$ cat src/rtl/alu_cmd_ctrl_if.sv
// rtl/alu_cmd_ctrl_if.sv - UART rx, ALU and UART tx signal bundle for alu_cmd_ctrl
interface alu_cmd_ctrl_if #(
  parameter int WIDTH         = 8,
  parameter int ALU_FUN_WIDTH = 4
);
  logic [7:0]               i_rx_data;
  logic                     i_rx_valid;
  logic [WIDTH-1:0]         o_alu_a;
  logic [WIDTH-1:0]         o_alu_b;
  logic [ALU_FUN_WIDTH-1:0] o_alu_func;
  logic                     o_alu_en;
  logic                     i_alu_valid;
  logic [WIDTH-1:0]         i_alu_out;
  logic [7:0]               o_tx_data;
  logic                     o_tx_valid;
  logic                     i_tx_busy;
  logic                     o_busy;
  logic                     o_frame_err;
  logic                     o_overrun;

  modport master (
    input  i_rx_data, i_rx_valid, i_alu_valid, i_alu_out, i_tx_busy,
    output o_alu_a, o_alu_b, o_alu_func, o_alu_en, o_tx_data, o_tx_valid,
           o_busy, o_frame_err, o_overrun
  );

  modport slave (
    output i_rx_data, i_rx_valid, i_alu_valid, i_alu_out, i_tx_busy,
    input  o_alu_a, o_alu_b, o_alu_func, o_alu_en, o_tx_data, o_tx_valid,
           o_busy, o_frame_err, o_overrun
  );
endinterface

$ cat src/rtl/alu_cmd_ctrl.sv
// rtl/alu_cmd_ctrl.sv - UART frame to ALU command initiator with result serialiser
// Optional rx/ALU-wait timeout enabled by defining ALU_CMD_TIMEOUT_EN.
module alu_cmd_ctrl #(
  parameter int                         WIDTH          = 8,
  parameter int                         ALU_FUN_WIDTH  = 4,
  parameter logic [7-ALU_FUN_WIDTH:0]   HEADER         = 4'hA,
  parameter int                         TIMEOUT_CYCLES = 1024
) (
  input  logic                i_clk,
  input  logic                i_rst,
  alu_cmd_ctrl_if.master      bus
);
  localparam int NB = WIDTH / 8;
  localparam int CW = (NB > 1) ? $clog2(NB) : 1;

  if ((WIDTH % 8) != 0 || WIDTH < 8 || ALU_FUN_WIDTH > 7 || TIMEOUT_CYCLES < 1) begin : g_bad_param
    $error("alu_cmd_ctrl: illegal parameter combination");
  end

  typedef enum logic [2:0] {IDLE, RX_A, RX_B, ISSUE, WAIT, TX} state_t;

  state_t           state, state_nxt;
  logic [CW-1:0]    cnt;
  logic [WIDTH-1:0] result;
  logic             hdr_ok, cnt_last, in_rx, tx_fire, tmo_hit;

  assign hdr_ok   = (bus.i_rx_data[7:ALU_FUN_WIDTH] == HEADER);
  assign cnt_last = (cnt == CW'(NB - 1));
  assign in_rx    = (state == RX_A) || (state == RX_B);
  assign tx_fire  = (state == TX) && !bus.i_tx_busy;

`ifdef ALU_CMD_TIMEOUT_EN
  localparam int TW = (TIMEOUT_CYCLES > 1) ? $clog2(TIMEOUT_CYCLES) : 1;
  logic [TW-1:0] tmo_cnt;

  // A competing byte or ALU result in the expiry cycle wins over the timeout.
  assign tmo_hit = (tmo_cnt == TW'(TIMEOUT_CYCLES - 1)) &&
                   ((in_rx && !bus.i_rx_valid) || (state == WAIT && !bus.i_alu_valid));

  always_ff @(posedge i_clk or negedge i_rst) begin
    if (!i_rst) begin
      tmo_cnt <= '0;
    end else if (state_nxt != state || (in_rx && bus.i_rx_valid)) begin
      tmo_cnt <= '0;
    end else if (in_rx || state == WAIT) begin
      tmo_cnt <= tmo_cnt + 1'b1;
    end
  end
`else
  assign tmo_hit = 1'b0;
`endif

  always_comb begin
    state_nxt      = state;
    bus.o_alu_en   = 1'b0;
    bus.o_tx_valid = 1'b0;
    bus.o_busy     = (state != IDLE);
    bus.o_tx_data  = '0;
    for (int i = 0; i < NB; i++) begin
      if (cnt == CW'(i)) bus.o_tx_data = result[8*i +: 8];
    end
    unique case (state)
      IDLE: if (bus.i_rx_valid && hdr_ok) state_nxt = RX_A;
      RX_A: begin
        if (bus.i_rx_valid) begin
          if (cnt_last) state_nxt = RX_B;
        end else if (tmo_hit) begin
          state_nxt = IDLE;
        end
      end
      RX_B: begin
        if (bus.i_rx_valid) begin
          if (cnt_last) state_nxt = ISSUE;
        end else if (tmo_hit) begin
          state_nxt = IDLE;
        end
      end
      ISSUE: begin
        bus.o_alu_en = 1'b1;
        state_nxt    = WAIT;
      end
      WAIT: begin
        if (bus.i_alu_valid) state_nxt = TX;
        else if (tmo_hit)    state_nxt = IDLE;
      end
      TX: begin
        bus.o_tx_valid = 1'b1;
        if (tx_fire && cnt_last) state_nxt = IDLE;
      end
      default: state_nxt = IDLE;
    endcase
  end

  always_ff @(posedge i_clk or negedge i_rst) begin
    if (!i_rst) begin
      state           <= IDLE;
      cnt             <= '0;
      result          <= '0;
      bus.o_alu_a     <= '0;
      bus.o_alu_b     <= '0;
      bus.o_alu_func  <= '0;
      bus.o_frame_err <= 1'b0;
      bus.o_overrun   <= 1'b0;
    end else begin
      state           <= state_nxt;
      bus.o_frame_err <= (state == IDLE && bus.i_rx_valid && !hdr_ok) || tmo_hit;
      bus.o_overrun   <= bus.i_rx_valid && (state == ISSUE || state == WAIT || state == TX);

      if (state_nxt != state)                 cnt <= '0;
      else if ((in_rx && bus.i_rx_valid) || tx_fire) cnt <= cnt + 1'b1;

      if (state == IDLE && bus.i_rx_valid && hdr_ok)
        bus.o_alu_func <= bus.i_rx_data[ALU_FUN_WIDTH-1:0];
      if (state == WAIT && bus.i_alu_valid)
        result <= bus.i_alu_out;
      for (int i = 0; i < NB; i++) begin
        if (bus.i_rx_valid && cnt == CW'(i)) begin
          if (state == RX_A) bus.o_alu_a[8*i +: 8] <= bus.i_rx_data;
          if (state == RX_B) bus.o_alu_b[8*i +: 8] <= bus.i_rx_data;
        end
      end
    end
  end
endmodule

$ cat src/flat_wrapper.sv
// flat-port wrapper written by rule: the top's interface ports become plain ports
module alu_cmd_ctrl_flat 
#(
  parameter int                         WIDTH          = 8,
  parameter int                         ALU_FUN_WIDTH  = 4,
  parameter logic [7-ALU_FUN_WIDTH:0]   HEADER         = 4'hA,
  parameter int                         TIMEOUT_CYCLES = 1024
)
  (i_clk, i_rst, bus_i_rx_data, bus_i_rx_valid, bus_i_alu_valid, bus_i_alu_out, bus_i_tx_busy, bus_o_alu_a, bus_o_alu_b, bus_o_alu_func, bus_o_alu_en, bus_o_tx_data, bus_o_tx_valid, bus_o_busy, bus_o_frame_err, bus_o_overrun);
  alu_cmd_ctrl_if #(.WIDTH(WIDTH), .ALU_FUN_WIDTH(ALU_FUN_WIDTH)) bus_i ();
  input  logic i_clk;
  input  logic i_rst;
  input wire logic [$bits(bus_i.i_rx_data)-1:0] bus_i_rx_data;
  input wire logic [$bits(bus_i.i_rx_valid)-1:0] bus_i_rx_valid;
  input wire logic [$bits(bus_i.i_alu_valid)-1:0] bus_i_alu_valid;
  input wire logic [$bits(bus_i.i_alu_out)-1:0] bus_i_alu_out;
  input wire logic [$bits(bus_i.i_tx_busy)-1:0] bus_i_tx_busy;
  output wire logic [$bits(bus_i.o_alu_a)-1:0] bus_o_alu_a;
  output wire logic [$bits(bus_i.o_alu_b)-1:0] bus_o_alu_b;
  output wire logic [$bits(bus_i.o_alu_func)-1:0] bus_o_alu_func;
  output wire logic [$bits(bus_i.o_alu_en)-1:0] bus_o_alu_en;
  output wire logic [$bits(bus_i.o_tx_data)-1:0] bus_o_tx_data;
  output wire logic [$bits(bus_i.o_tx_valid)-1:0] bus_o_tx_valid;
  output wire logic [$bits(bus_i.o_busy)-1:0] bus_o_busy;
  output wire logic [$bits(bus_i.o_frame_err)-1:0] bus_o_frame_err;
  output wire logic [$bits(bus_i.o_overrun)-1:0] bus_o_overrun;
  assign bus_i.i_rx_data = bus_i_rx_data;
  assign bus_i.i_rx_valid = bus_i_rx_valid;
  assign bus_i.i_alu_valid = bus_i_alu_valid;
  assign bus_i.i_alu_out = bus_i_alu_out;
  assign bus_i.i_tx_busy = bus_i_tx_busy;
  assign bus_o_alu_a = bus_i.o_alu_a;
  assign bus_o_alu_b = bus_i.o_alu_b;
  assign bus_o_alu_func = bus_i.o_alu_func;
  assign bus_o_alu_en = bus_i.o_alu_en;
  assign bus_o_tx_data = bus_i.o_tx_data;
  assign bus_o_tx_valid = bus_i.o_tx_valid;
  assign bus_o_busy = bus_i.o_busy;
  assign bus_o_frame_err = bus_i.o_frame_err;
  assign bus_o_overrun = bus_i.o_overrun;
  alu_cmd_ctrl #(.WIDTH(WIDTH), .ALU_FUN_WIDTH(ALU_FUN_WIDTH), .HEADER(HEADER), .TIMEOUT_CYCLES(TIMEOUT_CYCLES)) u_core (.i_clk(i_clk), .i_rst(i_rst), .bus(bus_i));
endmodule
$ cat config.mk
export PLATFORM = sky130hd
export DESIGN_NAME = alu_cmd_ctrl_flat
export DESIGN_NICKNAME = d
export VERILOG_FILES = /design/src/rtl/alu_cmd_ctrl_if.sv /design/src/rtl/alu_cmd_ctrl.sv /design/src/flat_wrapper.sv
export SDC_FILE = /design/constraint.sdc
export NUM_CORES = 1
export LEC_CHECK = 0
export ABC_CLOCK_PERIOD_IN_PS = 5200
export CAP_MARGIN = 5
export CORE_UTILIZATION = 47
export CTS_BUF_LIST = sky130_fd_sc_hd__clkbuf_16
export DETAILED_ROUTE_END_ITERATION = 12
export PLACE_DENSITY = 0.84
export SLEW_MARGIN = 20
export SYNTH_ARGS = -nofsm -noshare
export SYNTH_HDL_FRONTEND = slang
export SYNTH_SLANG_ARGS = --single-unit
$ cat constraint.sdc
create_clock -name i_clk -period 5.2 [get_ports i_clk]
set_clock_uncertainty 0.15 [all_clocks]
set_input_delay 1.56 -clock i_clk [delete_from_list [all_inputs] [get_ports i_clk]]
set_output_delay 1.56 -clock i_clk [all_outputs]
set_load 0.02 [all_outputs]
Word level (Yosys, flattened, before mapping)
Cells that the tools add are included.
- register bits: 34
- bits of input ports: 21
- add/subtract/negate cells: 1
- bitwise operators: 1
- mux-type cells: 13
- eq/ne operators: 7
- reduce and logical (&&, ||, !) cells: 21
- operator list (cell ; number):
    two-way mux 3 bit ; 7
    case mux 3 bit (6 select lines) ; 1
    logical AND 1 bit ; 10
    two-way mux 8 bit ; 1
    == test 3 x 2 -> 1 bit, second input constant ; 2
    == test 3 bit, second input constant ; 2
    == test 4 bit, second input constant ; 1
    logical OR 1 bit ; 4
    two-way mux 1 bit ; 4
    AND reduction 2 bit ; 2
    == test 3 x 1 -> 1 bit, second input constant ; 1
    zero test 3 bit ; 1
    != test 3 bit ; 1
    nonzero test 3 bit ; 1
    zero test 1 bit ; 2
    nonzero test 2 bit ; 1
    adder 1 bit, second input constant ; 1
    NOT 1 bit ; 1

Depth between registers and ports, before layout
- depth in word-level cells: 7
- depth in mapped cells: 5
- mapped depth without buffers: 4

Worst setup path after synthesis
No wires, ideal clock.
- path kind: in2reg
- start point: input bus_i_rx_valid
- end point: register u_core.bus.o_alu_a[0]
- arrival time: 2436 ps
- path slack: 2489 ps
- cell stages on the path: 3
- data required time: 4925 ps
- library setup time: 125 ps
- cells stage by stage: nand2b_1 -> nor3b_4 -> mux2_2
- word-level cells in the longest chain between the ends: 2
- RTL lines (what ; line ; source):
    from (decl) ; flat_wrapper.sv:14 ; input wire logic [$bits(bus_i.i_rx_valid)-1:0] bus_i_rx_valid;
    logical AND 1 bit ; alu_cmd_ctrl.sv:117 ; if (bus.i_rx_valid && cnt == CW'(i)) begin
    AND reduction 2 bit (no source line) ; -- ;
    to (signal, indexed assignment) ; alu_cmd_ctrl.sv:118 ; if (state == RX_A) bus.o_alu_a[8*i +: 8] <= bus.i_rx_data;
    to (decl) ; alu_cmd_ctrl_if.sv:23 ; output o_alu_a, o_alu_b, o_alu_func, o_alu_en, o_tx_data, o_tx_valid,
No other way between the ends.
A chain may end at the register's enable or synchronous reset.

Worst setup path in the final report
- start point: register u_core.state[0]
- end point: output bus_o_tx_valid
- word-level cells in the longest chain between the ends: 2
- RTL lines (what ; line ; source):
    from (decl) ; alu_cmd_ctrl.sv:22 ; state_t state, state_nxt;
    from (signal assigned) ; alu_cmd_ctrl.sv:105 ; state <= state_nxt;
    == test 3 bit ; alu_cmd_ctrl.sv:62 ; unique case (state)
    two-way mux 1 bit ; alu_cmd_ctrl.sv:62 ;
    to (decl) ; flat_wrapper.sv:23 ; output wire logic [$bits(bus_i.o_tx_valid)-1:0] bus_o_tx_valid;
No other way between the ends.

==> results.json <==
{
  "ant_nets": 0,
  "clock_path_buffers": 2,
  "startpoint_type": "flop",
  "dr.pass1.iters": 7,
  "yosysWarnings": 0,
  "insertion_delay_ns": 0.27,
  "fin_cells": 195,
  "min-delay-start": "u_core.result[4]",
  "htree_num_levels": 2,
  "viasPerCell": 5.25,
  "rrSetupSlack_ns": 3.23,
  "dieArea_sq_mm": 0.00336,
  "hold_path_end": "u_core.result[4]",
  "crit_arrival_ns": 1.83,
  "maxSlewViolCount": 0,
  "drtIter0Drc": 29,
  "synth_fp_nets": 126,
  "grt_use_total_pct": 22.1,
  "syn_inst": 105,
  "syn_area_sq_mm": 0.00147,
  "crit_type": "flop to output port",
  "grt_use_met3_pct": 4.91,
  "io_pins": 54,
  "die_width_microns": 58,
  "post-route-period-util_pct": 68.1,
  "maxSlewHeadroom_pct": 65.7,
  "hold_buffers": 0,
  "tritoncts": "yes",
  "register_area_sq_um": 851,
  "wl_per_cell_microns": 16.4,
  "syn_area_per_cell_sq_um": 14.0,
  "worst_slack_ns": 1.66,
  "grt_pass1_wl_microns": 5300,
  "hold_viol": 0,
  "drc": 1,
  "dp_hpwl_microns": 2240,
  "power_density_mw_per_mm2": 678,
  "synth_cell_types": 31,
  "initial_core_util_pct": 51.7,
  "outcome": "complete, but fails checks",
  "rows": 19,
  "coreArea_sq_mm": 0.00285,
  "nNetsFinal": 184,
  "failed_checks": "design-rule violations",
  "cp-end-kind": "output port",
  "clkTransAtPathRegs_ns": 0.05,
  "drt-total-wl_microns": 3190,
  "hold_depth": 1,
  "required_ns": 3.49,
  "dp.cells": 187,
  "rsz0062_at_grt": "no",
  "grt_max_degree": 35,
  "hold_class": "flop to flop",
  "reg2reg_depth": 3,
  "setup_viol": 0,
  "reg2reg_to": "u_core.bus.o_alu_a[2]",
  "grt.met2_usage_pct": 37.1,
  "met1_usage_pct": 26.5,
  "grt-ovfl-total": 0,
  "cts_sinks": 34,
  "fill_cells": 195,
  "crit_fanout": 11,
  "ys_seq_area_share_pct": 57.7,
  "top_usage_layer": "met2",
  "die_h_microns": 58,
  "total_power_mw": 1.48,
  "drive_above_1_share_pct": 25.6,
  "hold_slack_ns": 0.353,
  "tightest_slew_ns": 0.513,
  "root_buffer": "clkbuf_16",
  "cts_resized": 0,
  "portBuffers": 53,
  "area_growth_pct": 47.8,
  "cts_buffers": 5,
  "multi_input_area_sq_um": 606,
  "grt_pass1_vias": 1118,
  "maxCapViolCount": 0,
  "place_ws_ns": 1.80,
  "final.setup.tns_ns": 0,
  "p_leak_nw": 0.921,
  "max_freq_mhz": 282,
  "ir_drop_mv": 0.392,
  "antenna_found_initial": 0,
  "cts_setup_buffers": 0,
  "vias": 1024,
  "ys_ff_latch": 34,
  "gp_congestion": 0.785,
  "min_period_ns": 3.54,
  "r2r_start": "u_core.cnt",
  "diodes": 0
}
[power breakdown]
group	total, mW	switching, mW	internal [mW]
Combinational	0.707	0.320	0.387
Sequential	0.491	0.101	0.391
Clock	0.278	0.103	0.174
Total	1.48	0.524	0.952
[placed cells by master, fill, tap and decap left out, types with 2 or more instances in the layout]
cell | synthesis | layout
a21oi_1 | 2 | 2
clkbuf_16 | 0 | 5
clkdlybuf4s50_1 | 0 | 53
dfrtp_1 | 34 | 34
mux2_2 | 28 | 28
nand2b_1 | 2 | 2
nand3b_1 | 2 | 2
nor2b_1 | 10 | 10
o21bai_1 | 2 | 2
[synth_stat cells, drive strengths merged]
cell	count	area, sq um
a21boi	1	7.51
a21oi	2	10.0
and2	1	6.26
and3b	1	8.76
buf	2	10.0
clkbuf	1	3.75
dfrtp	34	851
inv	1	3.75
mux2	28	315
nand2	1	3.75
nand2b	3	26.3
nand3	2	15.0
nand3b	2	15.0
nor2	2	10.0
nor2b	11	71.3
nor3	1	16.3
nor3b	2	26.3
nor4bb	1	10.0
o21a	1	7.51
o21ai	2	10.0
o21bai	2	15.0
o32ai	1	8.76
or2b	1	7.51
or3	1	6.26
or3b	1	8.76
[per-stage QoR]
| step | cell area, sq um | utilization [%] |
|---|---|---|
| final | 2180 | 76.4 |
| after global placement | 2040 | 71.4 |
| after CTS | 2180 | 76.4 |
| after global routing | 2180 | 76.4 |
| after detailed placement | 2040 | 71.4 |
| after floorplan | 1470 | - |
[area by class of cell]
| class | instances | share of cell area (%) |
|---|---|---|
| Inverter | 1 | 0.172 |
| Timing Repair Buffer | 54 | 24.7 |
| Clock inverter | 3 | 0.747 |
| Tap cell | 31 | 1.78 |
| Multi-Input combinational cell | 67 | 27.8 |
| Clock buffer | 5 | 5.74 |
| Sequential cell | 34 | 39.1 |
[worst max path at each step]
stage                    start               endpoint  slack, ns  depth (start not counted)
2_1_floorplan   bus_i_rx_valid  u_core.bus.o_alu_a[0]       2.49                          3
3_3_place_gp    bus_i_rx_valid  u_core.bus.o_alu_a[4]       1.86                          4
3_5_place_dp    bus_i_rx_valid  u_core.bus.o_alu_a[1]       1.80                          4
4_1_cts        u_core.state[0]         bus_o_tx_valid       1.64                          3
5_1_grt        u_core.state[0]         bus_o_tx_valid       1.58                          3
6_report       u_core.state[0]         bus_o_tx_valid       1.66                          3
[flip-flops by register name, indices dropped and copies added, names as in the netlist]
name	cells
u_core.result	8
u_core.bus.o_frame_err	1
u_core.cnt	1
u_core.bus.o_alu_a	8
u_core.bus.o_overrun	1
u_core.bus.o_alu_b	8
u_core.state	3
u_core.bus.o_alu_func	4
[critical path, stage by stage (launching register included)]
cell and delay (ns):
dfrtp_1 0.56, nor2b_2 0.27, and2_1 0.14, clkdlybuf4s50_1 0.59
[routing by layer]
layer  part of all wire, %  vias to the layer above
met1                    41                      514
li1                      -                      482
met4                   2.0                        0
met5                     0                        -
met2                    54                       22
met3                   3.5                        6
[logic make-up after synthesis]
| family | synth area share [%] |
|---|---|
| flip-flops | 57.7 |
| AND/OR/NAND/NOR | 15.7 |
| multiplexers | 21.4 |
| AO/OA/AOI/OAI | 3.99 |
| buffers and inverters | 1.19 |
No activity file was read; power rests on OpenSTA's default activity.
